$ cat config.mk
export PLATFORM = sky130hd
export DESIGN_NAME = adder_share_arbiter
export DESIGN_NICKNAME = d
export VERILOG_FILES = /design/src/rtl/adder_share_arbiter_pkg.sv /design/src/rtl/adder_share_arbiter_rr_pick.sv /design/src/rtl/adder_share_arbiter.sv
export SDC_FILE = /design/constraint.sdc
export NUM_CORES = 1
export LEC_CHECK = 0
export ABC_AREA = 1
export BUFFER_PORTS_ARGS = -buffer_cell sky130_fd_sc_hd__buf_2
export CORE_ASPECT_RATIO = 1.1
export CORE_UTILIZATION = 45
export CTS_CLUSTER_SIZE = 28
export DETAILED_ROUTE_END_ITERATION = 7
export GPL_TIMING_DRIVEN = 0
export PLACE_DENSITY = 0.78
export REMOVE_ABC_BUFFERS = 1
export SYNTH_ARGS = -nofsm -noshare
export SYNTH_HDL_FRONTEND = slang
export SYNTH_SLANG_ARGS = --single-unit
$ cat constraint.sdc
create_clock -name clk -period 1.6 [get_ports clk]
set_input_delay 0.16 -clock clk [delete_from_list [all_inputs] [get_ports clk]]
set_output_delay 0.16 -clock clk [all_outputs]
set_load 0.03 [all_outputs]
$ cat src/rtl/adder_share_arbiter_pkg.sv
// Shared definitions for the adder-sharing arbiter: FSM state encoding and default widths.
package adder_share_arbiter_pkg;

    localparam int DEF_W   = 16;
    localparam int DEF_IDW = 2;

    typedef enum logic [1:0] {
        ST_IDLE = 2'd0,
        ST_CALC = 2'd1,
        ST_DONE = 2'd2
    } state_t;

endpackage

$ cat src/rtl/adder_share_arbiter_rr_pick.sv
// Combinational round-robin picker: first asserted request at or after ptr, wrapping.
module rr_pick #(
    parameter int NREQ = 4,
    parameter int IDW  = 2
) (
    input  logic [NREQ-1:0] req,
    input  logic [IDW-1:0]  ptr,
    output logic [NREQ-1:0] grant,
    output logic [IDW-1:0]  gid,
    output logic            any
);

    // NOTE: every output gets a default before the search so no latch is inferred.
    always_comb begin
        grant = '0;
        gid   = '0;
        any   = 1'b0;
        // First pass covers ptr..NREQ-1, second pass wraps to 0..ptr-1.
        for (int i = 0; i < NREQ; i++) begin
            if (!any && req[i] && (i >= int'(ptr))) begin
                any      = 1'b1;
                grant[i] = 1'b1;
                gid      = IDW'(i);
            end
        end
        for (int i = 0; i < NREQ; i++) begin
            if (!any && req[i]) begin
                any      = 1'b1;
                grant[i] = 1'b1;
                gid      = IDW'(i);
            end
        end
    end

endmodule

$ cat src/rtl/adder_share_arbiter.sv
// Shares one registered W+1-bit adder among NREQ requesters with round-robin
// arbitration and valid/ready handshakes; results carry the issuing requester's ID.
module adder_share_arbiter
    import adder_share_arbiter_pkg::*;
#(
    parameter int NREQ = 4,
    parameter int IDW  = DEF_IDW,
    parameter int W    = DEF_W
) (
    input  logic              clk,
    input  logic              rst,
    input  logic [NREQ-1:0]   req_valid,
    input  logic [NREQ*W-1:0] req_a,
    input  logic [NREQ*W-1:0] req_b,
    output logic [NREQ-1:0]   req_ready,
    output logic              res_valid,
    input  logic              res_ready,
    output logic [W:0]        res_sum,
    output logic [IDW-1:0]    res_id,
    output logic              busy
);

    state_t          state;
    logic [IDW-1:0]  rr_ptr;
    logic [W-1:0]    a_q;
    logic [W-1:0]    b_q;
    logic [IDW-1:0]  id_q;

    logic [NREQ-1:0] grant;
    logic [IDW-1:0]  gid;
    logic            any;

    logic [W-1:0]    a_arr [NREQ];
    logic [W-1:0]    b_arr [NREQ];

    for (genvar i = 0; i < NREQ; i++) begin : g_unpack
        assign a_arr[i] = req_a[i*W +: W];
        assign b_arr[i] = req_b[i*W +: W];
    end

    rr_pick #(
        .NREQ (NREQ),
        .IDW  (IDW)
    ) u_pick (
        .req   (req_valid),
        .ptr   (rr_ptr),
        .grant (grant),
        .gid   (gid),
        .any   (any)
    );

    // Ready is offered only while idle so no requester can be accepted mid-operation.
    assign req_ready = (state == ST_IDLE) ? grant : '0;

    // NOTE: sequential state uses non-blocking assignments only; operand registers are
    // reset as well so a result lost to reset can never leak into a later operation.
    always_ff @(posedge clk or posedge rst) begin
        if (rst) begin
            state     <= ST_IDLE;
            rr_ptr    <= '0;
            a_q       <= '0;
            b_q       <= '0;
            id_q      <= '0;
            res_valid <= 1'b0;
            res_sum   <= '0;
            res_id    <= '0;
            busy      <= 1'b0;
        end else begin
            case (state)
                ST_IDLE: begin
                    if (any) begin
                        a_q    <= a_arr[gid];
                        b_q    <= b_arr[gid];
                        id_q   <= gid;
                        rr_ptr <= (gid == IDW'(NREQ - 1)) ? '0 : gid + 1'b1;
                        busy   <= 1'b1;
                        state  <= ST_CALC;
                    end
                end
                ST_CALC: begin
                    res_sum   <= {1'b0, a_q} + {1'b0, b_q};
                    res_id    <= id_q;
                    res_valid <= 1'b1;
                    state     <= ST_DONE;
                end
                ST_DONE: begin
                    if (res_ready) begin
                        res_valid <= 1'b0;
                        busy      <= 1'b0;
                        state     <= ST_IDLE;
                    end
                end
                default: begin
                    res_valid <= 1'b0;
                    busy      <= 1'b0;
                    state     <= ST_IDLE;
                end
            endcase
        end
    end

endmodule

* Word-level counts from Yosys, hierarchy flattened
Cells that the tools add are included.
Word-level totals: flip-flop bits (word level) 59, output and inout bits 25
Cells by class: bitwise operators 3, $add $sub $neg 2, multiplexer cells 37, equal/unequal tests 5, $lt $le $gt $ge 4, reduce and logical (&&, ||, !) cells 22
Operator list (number):
- 16-bit binary-select mux with 2-bit select | 2
- 16-bit two-way mux | 4
- 1-bit two-way mux | 18
- 2-bit two-way mux | 9
- 16-bit by 16-bit adder with 17-bit output | 1
- 1-bit logical AND | 10
- 1-bit logical NOT | 7
- 1-bit one-hot mux with 3 select lines | 2
- 2-bit one-hot mux with 3 select lines | 1
- 2-bit AND reduction | 3
- 2-bit equality test, second input constant | 2
- 1-bit by 2-bit >= comparator with 1-bit output, first input constant | 2
- 4-bit two-way mux | 1
- 2-bit != test, second input constant | 2
- 3-bit >= comparator, second input constant | 1
- 2-bit NOT with 3-bit output | 1
- 3-bit AND reduction | 1
- 2-bit by 1-bit adder with 2-bit output, second input constant | 1
- 2-bit by 1-bit equality test with 1-bit output, second input constant | 1
- 2-bit >= comparator, first input constant | 1
- 2-bit logical NOT | 1
- 1-bit NOT | 2

* Depth between registers and ports, before layout
depth after elaboration 30, depth in mapped cells 13, gate-level depth less buffers 13

* Hierarchy
From an unflattened synthesis, not the netlist that was laid out.
Second synthesis, totals: cell total of the unflattened synthesis 645, area, all modules 4231.6 sq um
Modules (own cells, without submodules):
- adder_share_arbiter | times used 1, area each 4085.2 sq um, cells an instance 616
- rr_pick | times used 1, area each 146.4 sq um, cells an instance 29

* Worst setup path after synthesis
OpenSTA, ideal clock, no wires.
path kind reg2out, start point register rr_ptr[1], end point output req_ready[2], path slack -0.386 ns, data required time 1.440 ns, arrival time 1.826 ns, cell stages (with the launch flop) 10, path buffers 1, path through dfrtp_1 > nand2_1 > nand2_2 > nand2_2 > nor2_4 > nand4_1 > nand2_1 > inv_2 > buf_2 > nor3_1
On the way: word-level cells in the longest chain between the ends 24, elaborated cells between the ends (all ways) 27, classes of those cells 3 x order compare; 9 x mux; 15 x reduce/logical
Ends and longest elaborated chain:
- from (decl) | RTL line adder_share_arbiter.sv:24 | logic [IDW-1:0] rr_ptr;
- from (signal assigned) | RTL line adder_share_arbiter.sv:75 | rr_ptr <= (gid == IDW'(NREQ - 1)) ? '0 : gid + 1'b1;
- 1-bit by 2-bit >= comparator with 1-bit output | RTL line adder_share_arbiter_rr_pick.sv:20 | if (!any && req[i] && (i >= int'(ptr))) begin
- 1-bit logical AND | RTL line adder_share_arbiter_rr_pick.sv:20
- 1-bit two-way mux | RTL line adder_share_arbiter_rr_pick.sv:20
- 1-bit logical NOT | RTL line adder_share_arbiter_rr_pick.sv:20
- 1-bit logical AND (2 in series) | RTL line adder_share_arbiter_rr_pick.sv:20
- 1-bit two-way mux | RTL line adder_share_arbiter_rr_pick.sv:20
- 1-bit logical NOT | RTL line adder_share_arbiter_rr_pick.sv:20
- 1-bit logical AND (2 in series) | RTL line adder_share_arbiter_rr_pick.sv:20
- [... 6 more ...]
- 1-bit two-way mux | RTL line adder_share_arbiter_rr_pick.sv:27 | if (!any && req[i]) begin
- 1-bit logical NOT | RTL line adder_share_arbiter_rr_pick.sv:27
- 1-bit logical AND | RTL line adder_share_arbiter_rr_pick.sv:27
- 1-bit two-way mux | RTL line adder_share_arbiter_rr_pick.sv:27
- 1-bit logical NOT | RTL line adder_share_arbiter_rr_pick.sv:27
- 1-bit logical AND | RTL line adder_share_arbiter_rr_pick.sv:27
- 1-bit two-way mux (*) | RTL line adder_share_arbiter_rr_pick.sv:27
- 4-bit two-way mux (*) | RTL line adder_share_arbiter.sv:53 | assign req_ready = (state == ST_IDLE) ? grant : '0;
- to (decl) | RTL line adder_share_arbiter.sv:15 | output logic [NREQ-1:0] req_ready,
Mark *: on every way between the ends. The rest lies on a longest branch, timed or not.

* Worst setup path after layout
Same ends and word-level chain as after synthesis.

==> reports/qor.csv <==
stage,metric,value,unit
floorplanning,rows,36,
setup_path,r2r-end,b_q[13],
sta,maxSlewViolCount,0,
hold_path,hold_class,in -> reg,
final_layout,final_common_cell,buf_2,
floorplanning,dieArea,9740,µm²
final_layout,stdcell_count,951,
synthesis,synth-seq-cells,59,
routing,dr.first_iter.drc_count,432,
sta,finClkSkew,10.7,ps
sta,maxSlewHeadroom,61.9,%
sta,tightest_slew,571,ps
sta,layout_setup_ws,-623,ps
global_routing,antenna_found_initial,0,
routing,drc,0,
sta,fin_hold_ws,124,ps
synthesis,synth_warnings,0,
pwr,power_density,2390,nW/µm²
synthesis,synth-xor-area-share,1.04,%
synthesis,yosys.cell_types.count,29,
routing,routedWlPerCell,20.5,µm
cts,clk_pin_slew,80,ps
sta,setup-tns-final,-20820,ps
synthesis,yosys.area_share.simple,44.0,%
floorplanning,coreArea,8960,µm²
cts,cts_tree,yes,
final_layout,fillers,567,
cts,cts_sinks,59,
setup_path,path_max_fanout,5,
setup_path,crit_arrival,2060,ps
cts,insertion_delay,360,ps
sta,setup_viol,54,
floorplanning,num_io_pins,160,
global_routing,grt_pass1_vias,5146,
sta,period_share,139,%
routing,ant_nets,0,
outcome,failed_checks,setup timing,
cts,cts_root_buf,clkbuf_8,
floorplanning,start_util,46.9,%
synthesis,synth_top_family_by_area,simple AND/OR/NAND/NOR gates,
sta,final_hold_viol_count,0,
setup_path,r2r-start,rr_ptr[1],
final_layout,area_delta_synth_final,72.7,%
placed_design,place.detailed.hpwl,8310,µm
setup_path,worstPathRequired,1440,ps
setup_path,critPathCapture,req_ready[2],
setup_path,start_kind,flop,
synthesis,synth.area.mux_share,0,%
global_routing,grt_overflow,0,
sta,rsz0062_at_grt,true,
routing,drt-total-wl,19500,µm
floorplanning,die_h,103,µm
placed_design,placed_cells,853,
cts,max-clock-path-buffers,2,
sta,timing.fmax,450,MHz
final_layout,layout_common_cells,"buf_2 (155), nand2_1 (140), nand3_1 (116)",
final_layout,multi_input_area,3540,µm²
synthesis,ys_seq_area_share,35.1,%
routing,via_count,5778,
setup_path,rrSetupSlack,-540,ps
final_layout,num-nets-final,984,
global_routing,grt_max_degree,39,
synthesis,synth_area,4210,µm²
outcome,status,"complete, but fails checks",
setup_path,worstSetupPathType,reg -> out,
final_layout,drive_gt1_share,53.4,%
synthesis,synth_adder_area_share,5.24,%
setup_path,r2r_cells,15,
flow_run,max_cap_viol_count,0,
final_layout,register_area,1480,µm²
cts,cts_made_buffers,9,
synthesis,postSynthAreaPerCell,6.84,µm²
global_routing,gr-usage-all-layers,35.9,%
setup_path,startpoint,rr_ptr[1],
pwr,power_leakage,3.62,nW
routing,drt-pass1-iter-count,5,
routing,vias_per_cell,6.08,
setup_path,worst_setup_path_end_kind,output port,
final_layout,antenna_cells,0,
cts,htree_levels,3,
synthesis,synthCells,615,
placed_design,gp_congestion,0.822,
pwr,ir_drop,1000,µV
placed_design,port-buffer-count,159,
global_routing,grt_pass1_wl,26300,µm
floorplanning,die_w,94.2,µm
synthesis,synth_compound_area_share,6.61,%
sta,min_period,2220,ps
## where the power goes
part | leakage (nW) | internal (mW) | switching (mW)
Sequential | 0.719 | 2.26 | 0.646
Combinational | 2.80 | 5.33 | 7.55
Clock | 0.106 | 0.887 | 0.716
## final cells by class
cell class              count  area share, %
clock buffers               9           1.71
clock inverters             7           1.40
inverters                  29           2.36
multi-input cells         497           48.7
flip-flops and latches     59           20.3
well taps                 114           1.96
repair buffers            231           22.9
repair inverters            5          0.655
## cells in the mapped netlist, drive strengths merged
cell	count	share of area, %
nand4	6	0.89
a21o	2	0.36
dfrtp	59	35
a21oi	19	2.3
nor3	2	0.24
o21bai	1	0.18
fa	1	0.48
nand2	202	18
clkbuf	7	0.62
nor2	20	2.0
ha	16	4.8
nand3	186	22
o21ai	19	2.3
a211oi	1	0.18
o2111ai	1	0.21
or2	1	0.15
xnor2	5	1.0
a31oi	3	0.45
o21a	4	0.71
buf	30	4.8
inv	29	2.6
nand3b	1	0.18
## flip-flops by register name (all words and copies together) (netlist names)
| signal | cells |
|---|---|
| res_id | 2 |
| a_q | 16 |
| id_q | 2 |
| res_sum | 17 |
| res_valid | 1 |
| b_q | 16 |
| state | 2 |
| busy | 1 |
| rr_ptr | 2 |
## layer usage
| metal | GRT usage (%) | share of wire [%] | vias to the layer above |
|---|---|---|---|
| met4 | 18.7 | 5.6 | 0 |
| met1 | 43.8 | 37 | 2768 |
| met2 | 60.6 | 48 | 388 |
| met3 | 6.51 | 9.4 | 97 |
| li1 | - | - | 2525 |
| met5 | 0 | 0 | - |
## worst max-delay path, stage by stage (launching register included)
cell	delay (ps)
dfrtp_1	450
nand2_1	100
nand2_2	110
nand2_2	80
nor2_4	160
nand4_1	140
buf_6	190
nand2_8	120
clkinv_16	80
nor3_4	110
buf_6	150
## how the worst min path moves through the flow
stage               startpoint   endpoint  slack (ps)  depth (start not counted)
finish               res_ready       busy         120                          3
global route         res_ready   state[1]         160                          3
CTS                  res_ready  res_valid         110                          3
detailed placement         rst    a_q[15]         230                          2
global placement     res_id[1]  res_id[1]         450                          2
floorplan            res_ready  res_valid         360                          2
## timing repair
action                     4_1_cts  5_1_grt
gates cloned                    14        5
hold endpoints to repair        24        0
setup endpoints to repair       60       54
pin swaps                       47       75
resized for setup              171      136
buffers inserted                40       26
hold buffers                     1        0
## logic make-up after synthesis
group	after synthesis
XOR/XNOR	5
flip-flops	59
AND/OR/NAND/NOR	418
adder cells (fa/ha/maj)	17
buffers and inverters	66
AO/OA/AOI/OAI	50
## stage by stage
step,util [%],area [µm²],power (mW),setup WS (ps)
after global placement,54.8,4920,9.41,-2400
final,81.0,7260,17.4,-623
after detailed placement,55.3,4960,9.60,-1730
after floorplan,-,3980,7.73,-1930
after global routing,81.0,7260,18.2,-621
after CTS,71.7,6430,14.5,-473
No activity file was read; power rests on OpenSTA's default activity.
